==> src/rtl/debug_step_controller_pkg.sv <==
// debug_step_controller_pkg: shared state/command encodings and default widths
package debug_step_controller_pkg;
   localparam int NB_BITS_DEF = 32;
   localparam int NB_STEP_DEF = 16;
   typedef enum logic [1:0] {ST_IDLE, ST_RUN, ST_STEP, ST_HALTED} state_e;
   typedef enum logic [1:0] {CMD_RUN, CMD_STEP, CMD_STOP, CMD_CLEAR} cmd_e;
endpackage

==> src/rtl/debug_step_controller.sv <==
// debug_step_controller: run/step/halt sequencer producing the pipeline advance enable
module debug_step_controller
   import debug_step_controller_pkg::*;
#(
   parameter int NB_BITS = NB_BITS_DEF,
   parameter int NB_STEP = NB_STEP_DEF
) (
   input  logic               i_clk,
   input  logic               i_rst,
   input  logic               i_cmd_valid,
   input  logic [1:0]         i_cmd,
   input  logic [NB_STEP-1:0] i_step_count,
   input  logic               i_halt,
   input  logic               i_spi_busy,
   output logic               o_debug_enb,
   output logic [1:0]         o_state,
   output logic [NB_BITS-1:0] o_cycle_count,
   output logic               o_done
);
   state_e state_q, state_d;
   logic [NB_STEP-1:0] rem_q, rem_d;
   logic [NB_BITS-1:0] cnt_q, cnt_d;
   logic done_q, done_d;
   logic enb, is_run, is_step, is_stop, is_clr, fin;
   always_comb begin
      enb     = (state_q == ST_RUN || state_q == ST_STEP) && !i_spi_busy && !i_rst;
      is_run  = i_cmd_valid && i_cmd == CMD_RUN;
      is_step = i_cmd_valid && i_cmd == CMD_STEP;
      is_stop = i_cmd_valid && i_cmd == CMD_STOP;
      is_clr  = i_cmd_valid && i_cmd == CMD_CLEAR;
      fin     = state_q == ST_STEP && enb && rem_q == NB_STEP'(1);
      state_d = state_q;
      rem_d   = (state_q == ST_STEP && enb) ? rem_q - 1'b1 : rem_q;
      cnt_d   = (enb && !(&cnt_q)) ? cnt_q + 1'b1 : cnt_q;
      done_d  = fin;
      case (state_q)
         ST_IDLE: begin
            if (is_run) state_d = ST_RUN;
            else if (is_step && i_step_count != '0) begin
               state_d = ST_STEP;
               rem_d   = i_step_count;
            end else if (is_step) done_d = 1'b1;
         end
         ST_RUN: if (is_stop) state_d = ST_IDLE;
         ST_STEP: begin
            if (is_stop || fin) begin
               state_d = ST_IDLE;
               rem_d   = '0;
            end
         end
         default: ;
      endcase
      // halt outranks stop and completion, but a completing step still reports done
      if (enb && i_halt) state_d = ST_HALTED;
      if (is_clr) begin
         state_d = ST_IDLE;
         rem_d   = '0;
         cnt_d   = '0;
         done_d  = 1'b0;
      end
   end
   always_ff @(posedge i_clk) begin
      if (i_rst) begin
         state_q <= ST_IDLE;
         rem_q   <= '0;
         cnt_q   <= '0;
         done_q  <= 1'b0;
      end else begin
         state_q <= state_d;
         rem_q   <= rem_d;
         cnt_q   <= cnt_d;
         done_q  <= done_d;
      end
   end
   assign o_debug_enb   = enb;
   assign o_state       = state_q;
   assign o_cycle_count = cnt_q;
   assign o_done        = done_q;
endmodule

==> config.mk <==
export PLATFORM = sky130hd
export DESIGN_NAME = debug_step_controller
export DESIGN_NICKNAME = d
export VERILOG_FILES = /design/src/rtl/debug_step_controller_pkg.sv /design/src/rtl/debug_step_controller.sv
export SDC_FILE = /design/constraint.sdc
export NUM_CORES = 1
export LEC_CHECK = 0
export BUFFER_PORTS_ARGS = -buffer_cell sky130_fd_sc_hd__buf_4
export CAP_MARGIN = 20
export CORE_UTILIZATION = 41
export DETAILED_ROUTE_END_ITERATION = 10
export GPL_ROUTABILITY_DRIVEN = 0
export SETUP_SLACK_MARGIN = 0.4
export SYNTH_ARGS = -nofsm -noshare
export SYNTH_HDL_FRONTEND = slang
export SYNTH_SLANG_ARGS = --single-unit
==> constraint.sdc <==
create_clock -name i_clk -period 2.3 [get_ports i_clk]
set_input_delay 0.23 -clock i_clk [delete_from_list [all_inputs] [get_ports i_clk]]
set_output_delay 0.23 -clock i_clk [all_outputs]
set_load 0.05 [all_outputs]
* Word level (Yosys, flattened, before mapping)
Cells that the tools add are included.
** Cells by class
- $add $sub $neg :: 2
- Eq/ne operators :: 9
- Multiplexer cells :: 15
- Reductions and logical operators :: 23
** Operators by type and width (count)
- 16-bit 2-to-1 mux :: 4
- 32-bit by 1-bit adder with 32-bit output (second input constant) :: 1
- 16-bit case mux with 2 select lines :: 1
- 32-bit AND reduction :: 1
- 16-bit by 1-bit equality test with 1-bit output (second input constant) :: 1
- 16-bit nonzero test :: 1
- 16-bit by 1-bit subtractor with 16-bit output (second input constant) :: 1
- 1-bit logical AND :: 11
- 2-bit 2-to-1 mux :: 5
- 2-bit equality test (second input constant) :: 3
- 2-bit case mux with 3 select lines :: 1
- 2-bit by 1-bit equality test with 1-bit output (second input constant) :: 2
- 2-bit zero test :: 2
- 1-bit 2-to-1 mux :: 4
- 4-bit != test (second input constant) :: 1
- 4-bit AND reduction :: 1
- 4-bit nonzero test :: 1
- 1-bit zero test :: 3
- 3-bit by 1-bit != test with 1-bit output (second input constant) :: 1
- 3-bit by 2-bit != test with 1-bit output (second input constant) :: 1
- 1-bit logical OR :: 2
- 2-bit OR reduction :: 1
** Storage, ports and cells
- Register bits after elaboration :: 51
- Input bits :: 23
- Output and inout bits :: 36
- Logic and storage cells :: 53

* Longest topological paths before layout
Gate-level depths: netlist of the first run.
- Depth after elaboration :: 10
- Mapped depth :: 9
- Depth with buffers taken out :: 8

* Worst setup path before layout of the first run
OpenSTA, ideal clock, no wires.
- Path type :: reg2reg
- From :: reg state_q[0] (netlist: o_state[0])
- To :: reg rem_q[14]
- Setup time :: 0.126 ns
- Data arrival time :: 2.910 ns
- Data required time :: 2.174 ns
- Slack :: -0.736 ns
- Cell stages (with the launch flop) :: 9
- Path buffers :: 1
- Clock period less this slack :: 3.036 ns
- Cell sequence :: dfxtp_1 inv_1 ha_1 or3b_1 inv_1 clkbuf_1 a21oi_1 o21ai_0 nor3_1
** Between the ends
- Cells in the longest elaborated chain, start to end :: 9
** RTL lines
- start: declaration :: line debug_step_controller.sv:20 : state_e state_q, state_d;
- start signal: assignment :: line debug_step_controller.sv:69 : state_q <= state_d;
- 2-bit by 1-bit equality test with 1-bit output / 2-bit equality test (equally long branches) :: line debug_step_controller.sv:26 : enb = (state_q == ST_RUN || state_q == ST_STEP) && !i_spi_busy && !i_rst;
- 1-bit logical OR (*) :: line debug_step_controller.sv:26
- 1-bit logical AND (*) (2 in series) :: line debug_step_controller.sv:26
- net o_debug_enb :: line debug_step_controller.sv:15 : output logic o_debug_enb,
- 1-bit logical AND (*) :: line debug_step_controller.sv:31, debug_step_controller.sv:33
- 16-bit 2-to-1 mux / 1-bit logical AND (equally long branches) :: line debug_step_controller.sv:33, debug_step_controller.sv:31
- 16-bit 2-to-1 mux / 1-bit logical OR (equally long branches) :: line debug_step_controller.sv:39, debug_step_controller.sv:46
- 16-bit 2-to-1 mux, on equally long branches :: line debug_step_controller.sv:38, debug_step_controller.sv:46
- 16-bit case mux with 2 select lines (*) :: line debug_step_controller.sv:36 : case (state_q)
- end signal: assignment :: line debug_step_controller.sv:70 : rem_q <= rem_d;
- end: declaration :: line debug_step_controller.sv:21 : logic [NB_STEP-1:0] rem_q, rem_d;
Mark *: on every way through the listed nets, which the timed path passes. The rest lies on a longest branch.
A chain may end at the register's enable or synchronous reset.

* Worst setup path after layout of the first run
- From :: reg state_q[0] (netlist: o_state[0])
- To :: reg cnt_q[15] (netlist: o_cycle_count[15])
** Between the ends
- Cells in the longest elaborated chain, start to end :: 5
** RTL lines
- 2-bit by 1-bit equality test with 1-bit output / 2-bit equality test (equally long branches) :: line debug_step_controller.sv:26
- 1-bit logical OR (*) :: line debug_step_controller.sv:26
- 1-bit logical AND (*) (2 in series) :: line debug_step_controller.sv:26
- 1-bit logical AND (*) :: line debug_step_controller.sv:34 : cnt_d = (enb && !(&cnt_q)) ? cnt_q + 1'b1 : cnt_q;
- end signal: assignment :: line debug_step_controller.sv:71 : cnt_q <= cnt_d;
- end: declaration :: line debug_step_controller.sv:22 : logic [NB_BITS-1:0] cnt_q, cnt_d;
Mark *: on every way between the ends. The rest lies on a longest branch, timed or not.

==> impl_metrics.tcl, run 1 <==
set metrics [dict create \
    status "complete, no violations" \
    cts_max_level 2 \
    synth_flop_cell "dfxtp_1" \
    synthXorXnorAreaFrac_pct 7.58 \
    die_x_um 85.9 \
    p_clk_share_pct 19.8 \
    synth_edf_count 0 \
    fmax_mhz 450 \
    endpoint_kind "flip-flop" \
    critPathArrivalTime_ns 2.46 \
    min_from "i_step_count[0]" \
    clkSlewWorstSetupHoldPaths_ns 0.10 \
    synthCells 358 \
    synth_nets 389 \
    ctsHoldBuffers 0 \
    cp_max_fo 7 \
    switching_power_mw 0.966 \
    synth.yosys.seq_area_share_pct 35.3 \
    finalWirelength_mm 8.68 \
    fin_util_pct 63.2 \
    crit_start "o_state[0]$_SDFFE_PP0P_" \
    ctsRootBufferMaster "clkbuf_8" \
    num_antenna_cells 0 \
    p_seq_share_pct 37.4 \
    yosys.area_share.simple_pct 31.7 \
    synth_most_common_cell "dfxtp_1" \
    post-route-period-util_pct 96.7 \
    clock_latency_ns 0.30 \
    antenna_found_initial 0 \
    min_path_type "input port to flip-flop" \
    port-buffer-count 58 \
    setup-violations-final 0 \
    cts_tree "yes" \
    yosysTopAreaCell "dfxtp_1" \
    rsz0062_at_grt "true" \
    fin_skew_ns 0.0130 \
    slew_headroom_pct 54.0 \
    final_net_count 483 \
    vias 3133 \
    synthTopCellsByCount "dfxtp_1, nand2_1, nor2_1" \
    power_per_cell_area_mw_per_mm2 626 \
    switching_share_pct 36.0 \
    die_area_mm2 0.00739 \
    timing_worst_setup_path_type "flip-flop to flip-flop" \
    synth-compound-area-share_pct 17.7 \
    overflow 0 \
    avgSynthCellArea_um2 8.07 \
    drive_above_1_share_pct 44.4 \
    die_h_um 85.9 \
    grt_max_degree 25 \
    dr.pass1.iters 4 \
    cp_data_required_time_ns 2.54 \
    maxCapViolations 0 \
    cts.sinks 51 \
    synth_top_family_by_area "simple AND/OR/NAND/NOR gates" \
    yosys-top-cells-area "dfxtp_1, xnor2_1, nand2_1, nor2_1, ha_1" \
    crit_path_start_kind "flip-flop" \
    finalHoldViolCount 0 \
    ant_nets 0 \
    rrSetupSlack_ns 0.08 \
    io_pins 59 \
    post-route-drc-count 0 \
    start_util_pct 42.5 \
    fillCellCount 587 \
    synth_fa_ha_area_share_pct 3.46 \
    routedWlPerCell_um 15.8 \
    yosys_warnings 0 \
    numCtsBuffers 5 \
    worst_hold_slack_ns 0.124 \
    synth.area.mux_share_pct 1.39 \
    fin_setup_tns_ns 0 \
    reg2reg_from "o_state[0]$_SDFFE_PP0P_" \
    power.leakage_nw 1.62 \
    drtIter0Drc 253 \
    ys_types 47 \
    p_int_mw 1.72 \
    seqCellArea_mm2 0.00106 \
    vias_per_cell 5.71 \
    yosysTopAreaCellShare_pct 35.3 \
    synthArstFlopShare_pct 0 \
    syn_area_mm2 0.00289 \
    coreArea_mm2 0.00679 \
    track_usage_pct 23.6 \
    first_global_vias 2842 \
    pwr-share-comb_pct 42.8 \
    worst_pin_slew_ns 0.687 \
    synth_seq_cells 51 \
    grt_pass1_wl_mm 13.9 \
    period_minus_slack_ns 2.22 \
    ir_drop_v 0.000258 \
    multiInputGateArea_mm2 0.00218 \
    placementRows 30 \
    cts_buffer_depth 2 \
    syn_to_final_growth_pct 48.5 \
    hpwl_mm 5.92 \
    drv_slew 0 \
]
-- placed cells by master (no fill, tap or decap), drive strengths merged, types with 9 or more instances in the layout --
master	synthesis	final
buf	4	100
dfxtp	51	51
nand2	34	34
nor2	30	30
o21ai	23	23
a21oi	19	19
nand4	16	16
xnor2	16	16
nor3	15	15
nor4	14	14
nand3	13	13
or4	10	11
xor2	9	9
or3	9	9
-- power groups by stage --
stage | clock (mW) | combinational (mW) | sequential [mW]
2_1_floorplan | 0 | 0.502 | 1.06
3_3_place_gp | 0 | 0.776 | 1.01
3_5_place_dp | 0 | 0.782 | 1.01
4_1_cts | 0.540 | 1.02 | 0.996
5_1_grt | 0.579 | 1.24 | 1.01
6_report | 0.533 | 1.15 | 1.00
-- per-layer routing --
| layer | vias to the layer above | wire (um) | track usage, % |
|---|---|---|---|
| li1 | 1531 | - | - |
| met1 | 1504 | 3970 | 31.6 |
| met2 | 88 | 4120 | 38.0 |
| met3 | 10 | 477 | 5.10 |
| met4 | 0 | 110 | 7.12 |
| met5 | - | 0 | 0 |
-- layout make-up --
cell class / instances / share of cell area, %
multi-input cells: 287 / 50.8
flip-flops and latches: 51 / 24.8
repair buffers: 100 / 18.8
well taps: 96 / 2.80
clock buffers: 6 / 1.69
inverters: 7 / 0.845
clock inverters: 2 / 0.262
-- kinds of logic (layout without fill, tap and decap cells) --
family / count (synthesis) / in the layout
multiplexers: 4 / 4
flip-flops: 51 / 51
adder cells (fa/ha/maj): 8 / 8
AO/OA/AOI/OAI: 80 / 80
AND/OR/NAND/NOR: 169 / 170
XOR/XNOR: 25 / 25
buffers and inverters: 21 / 115
-- worst max-delay path: stages, from the launching register on --
cell and delay, ns:
dfxtp_4 0.37, inv_6 0.04, ha_4 0.28, or3b_4 0.43, inv_4 0.07, and4_4 0.23, buf_4 0.13, nand2_4 0.07
or4_4 0.43, a21oi_2 0.12
-- registers in the layout (all words and copies together) (netlist names) --
signal,count
rem_q,16
o_done,1
o_cycle_count,32
o_state,2
-- worst paths after layout --
check | endpoint | cells after the start
worst max-delay path | o_cycle_count[15]$_SDFFE_PP0P_ | 9
worst min-delay path | rem_q[0]$_SDFF_PP0_ | 3
worst max register to register | o_cycle_count[15]$_SDFFE_PP0P_ | 9
worst min register to register | o_cycle_count[23]$_SDFFE_PP0P_ | 2
-- repair_timing --
item | 4_1_cts | 5_1_grt
gates resized for setup | 41 | 32
gates cloned | 2 | 0
pin swaps | 17 | 12
setup endpoints to repair | 49 | 50
endpoints found under the hold margin | 0 | 0
setup buffers | 14 | 9
-- through the flow --
step	worst slack, ns	power (mW)	instances	area, um^2
final	0.0758	2.69	549	4290
after global placement	0.126	1.78	516	3690
after CTS	0.124	2.55	540	4090
after detailed placement	0.113	1.79	516	3690
after global routing	0.0159	2.83	549	4290
after floorplan	0.0731	1.57	358	3070
(Power assumes the default switching activity.)
==> run 2, diff against run 1 <==
==> constraint.sdc (replaced) <==
create_clock -name i_clk -period 2.3 [get_ports i_clk]
set_input_delay 0.23 -clock i_clk [delete_from_list [all_inputs] [get_ports i_clk]]
set_output_delay 0.23 -clock i_clk [all_outputs]
set_load 0.01 [all_outputs]
==> run 2 against run 1 <==
Sequential cell count stayed put. Non-clock buffer count is 4 higher. Worst hold slack worse by 0.0037 ns. Final cell count is 0.55% higher. Count of clock-buffer cells in the layout is 1 lower. Die area stayed put. Wire length is 2.4% higher. Largest cell class unchanged.
==> impl_metrics.tcl, run 2 (synthesis results as in run 1) <==
set metrics [dict create \
    status "complete, no violations" \
    final_common_cell "buf_4" \
    period_minus_slack_ns 2.22 \
    setup-violations-final 0 \
    cp_top_family "simple AND/OR/NAND/NOR gates" \
    ir_drop_v 0.000231 \
    antenna_found_initial 0 \
    final_area_mm2 0.00424 \
    fmax_mhz 451 \
    overflow 0 \
    grt_busiest_layer "met2" \
    port-buffer-count 58 \
    grt_pass1_wl_mm 14.2 \
    setup_ws_ns 0.0812 \
    dp_cells 521 \
    cts_tree "yes" \
    drtIter0Drc 154 \
    vias 3127 \
    use_met3_pct 2.79 \
    clock_latency_ns 0.31 \
    cp_data_required_time_ns 2.56 \
    finalHoldViolCount 0 \
    vias_per_cell 5.66 \
    fin_util_pct 62.4 \
    dr.pass1.iters 4 \
    post-route-drc-count 0 \
    fillCellCount 593 \
    num_antenna_cells 0 \
    grtUsageMet1_pct 32.1 \
    power.leakage_nw 1.61 \
    numCtsBuffers 5 \
    post-route-period-util_pct 96.5 \
    hpwl_mm 6.18 \
    die_h_um 85.9 \
    cp_num_buf_inv 3 \
    crit_path_cell_trace "inv_4 > ha_4 > or3b_4 > inv_2 > and4_4 > buf_6 > nand2_4 > or4_4 > a21oi_2" \
    rrSetupSlack_ns 0.08 \
    power_per_cell_area_mw_per_mm2 578 \
    coreArea_mm2 0.00679 \
    grt_use_met2_pct 40.9 \
    slowest_stage "or4_4" \
    die_x_um 85.9 \
    cts.sinks 51 \
    track_usage_pct 24.0 \
    first_global_vias 2981 \
    cp_max_fo 8 \
    ctsRootBufferMaster "clkbuf_8" \
    critPathArrivalTime_ns 2.48 \
    layout_common_cells "buf_4, dfxtp_1, nand2_1, nor2_1" \
    dpl-instance-area_mm2 0.00376 \
    timing_worst_setup_path_type "flip-flop to flip-flop" \
    start_util_pct 42.5 \
    fin_setup_tns_ns 0 \
    routedWlPerCell_um 16.1 \
    cpPeakStageDelay_ns 0.43 \
    clkSlewWorstSetupHoldPaths_ns 0.10 \
    worst_pin_slew_ns 0.531 \
    cts_max_level 2 \
    crit_path_start_kind "flip-flop" \
    syn_to_final_growth_pct 46.6 \
    ant_nets 0 \
    multiInputGateArea_mm2 0.00216 \
    rsz0062_at_grt "true" \
    drv_slew 0 \
    endpoint_kind "flip-flop" \
    final_net_count 486 \
    finalNonFillerCells 552 \
    grt_max_degree 21 \
    placementRows 30 \
    min_path_type "input port to flip-flop" \
    ctsHoldBuffers 0 \
    finalWirelength_mm 8.89 \
    slew_headroom_pct 64.2 \
    seqCellArea_mm2 0.00104 \
    cts_buffer_depth 2 \
    largest_register_ffs 32 \
    fin_skew_ns 0.00736 \
    pre_cts_ws_ns 0.0626 \
    io_pins 59 \
    drive_above_1_share_pct 39.5 \
    maxCapViolations 0 \
    die_area_mm2 0.00739 \
]
## run 2: cell types whose count changed in the layout (fill, tap and decap cells not counted), sizes merged
cell,change
buf,+4
clkbuf,-1
clkinvlp,+1
or4,-1
## run 2: timing repair
item,CTS,global route
setup endpoints to repair,49,51
gates cloned,1,0
buffers inserted,17,5
gates resized for setup,32,18
hold endpoints to repair,0,0
pin swaps,26,10
## run 2: power by group
| part | internal (mW) | leakage (nW) | switching (mW) |
|---|---|---|---|
| registers | 0.943 | 0.416 | 0.0609 |
| clock network | 0.214 | 0.0445 | 0.336 |
| logic | 0.439 | 1.15 | 0.456 |
| total | 1.60 | 1.61 | 0.853 |
## run 2: per-layer routing
metal / wire length [um] / part of all wire, %
met5: 0 / 0
met4: 84 / 0.95
met3: 322 / 3.6
met2: 4430 / 50
met1: 4050 / 46
## run 2: worst min-delay path: stages
cell,delay [ns]
buf_4,0.09
nand2_1,0.04
o21ai_0,0.05
## run 2: area by class of cell
type / count / share of cell area, %
inverter: 7 / 0.738
timing repair buffer: 104 / 19.0
clock buffer: 5 / 1.62
clock inverter: 3 / 0.443
sequential: 51 / 24.5
tap: 96 / 2.84
multi-input combinational: 286 / 50.9
## run 2: through the flow
stage                     hold WS, ns  power [mW]
final                           0.120        2.45
after CTS                       0.117        2.42
after detailed placement        0.443        1.68
after global routing            0.130        2.57
after global placement          0.444        1.67
after floorplan                 0.339        1.53
## run 2: path summary, 6_finish.rpt
path / depth (start not counted) / start / to
setup / recovery: 9 / o_state[1]$_SDFFE_PP0P_ / o_cycle_count[19]$_SDFFE_PP0P_
hold / removal: 3 / i_step_count[1] / rem_q[1]$_SDFF_PP0_
setup reg to reg: 9 / o_state[1]$_SDFFE_PP0P_ / o_cycle_count[19]$_SDFFE_PP0P_
hold reg to reg: 2 / o_cycle_count[6]$_SDFFE_PP0P_ / o_cycle_count[6]$_SDFFE_PP0P_
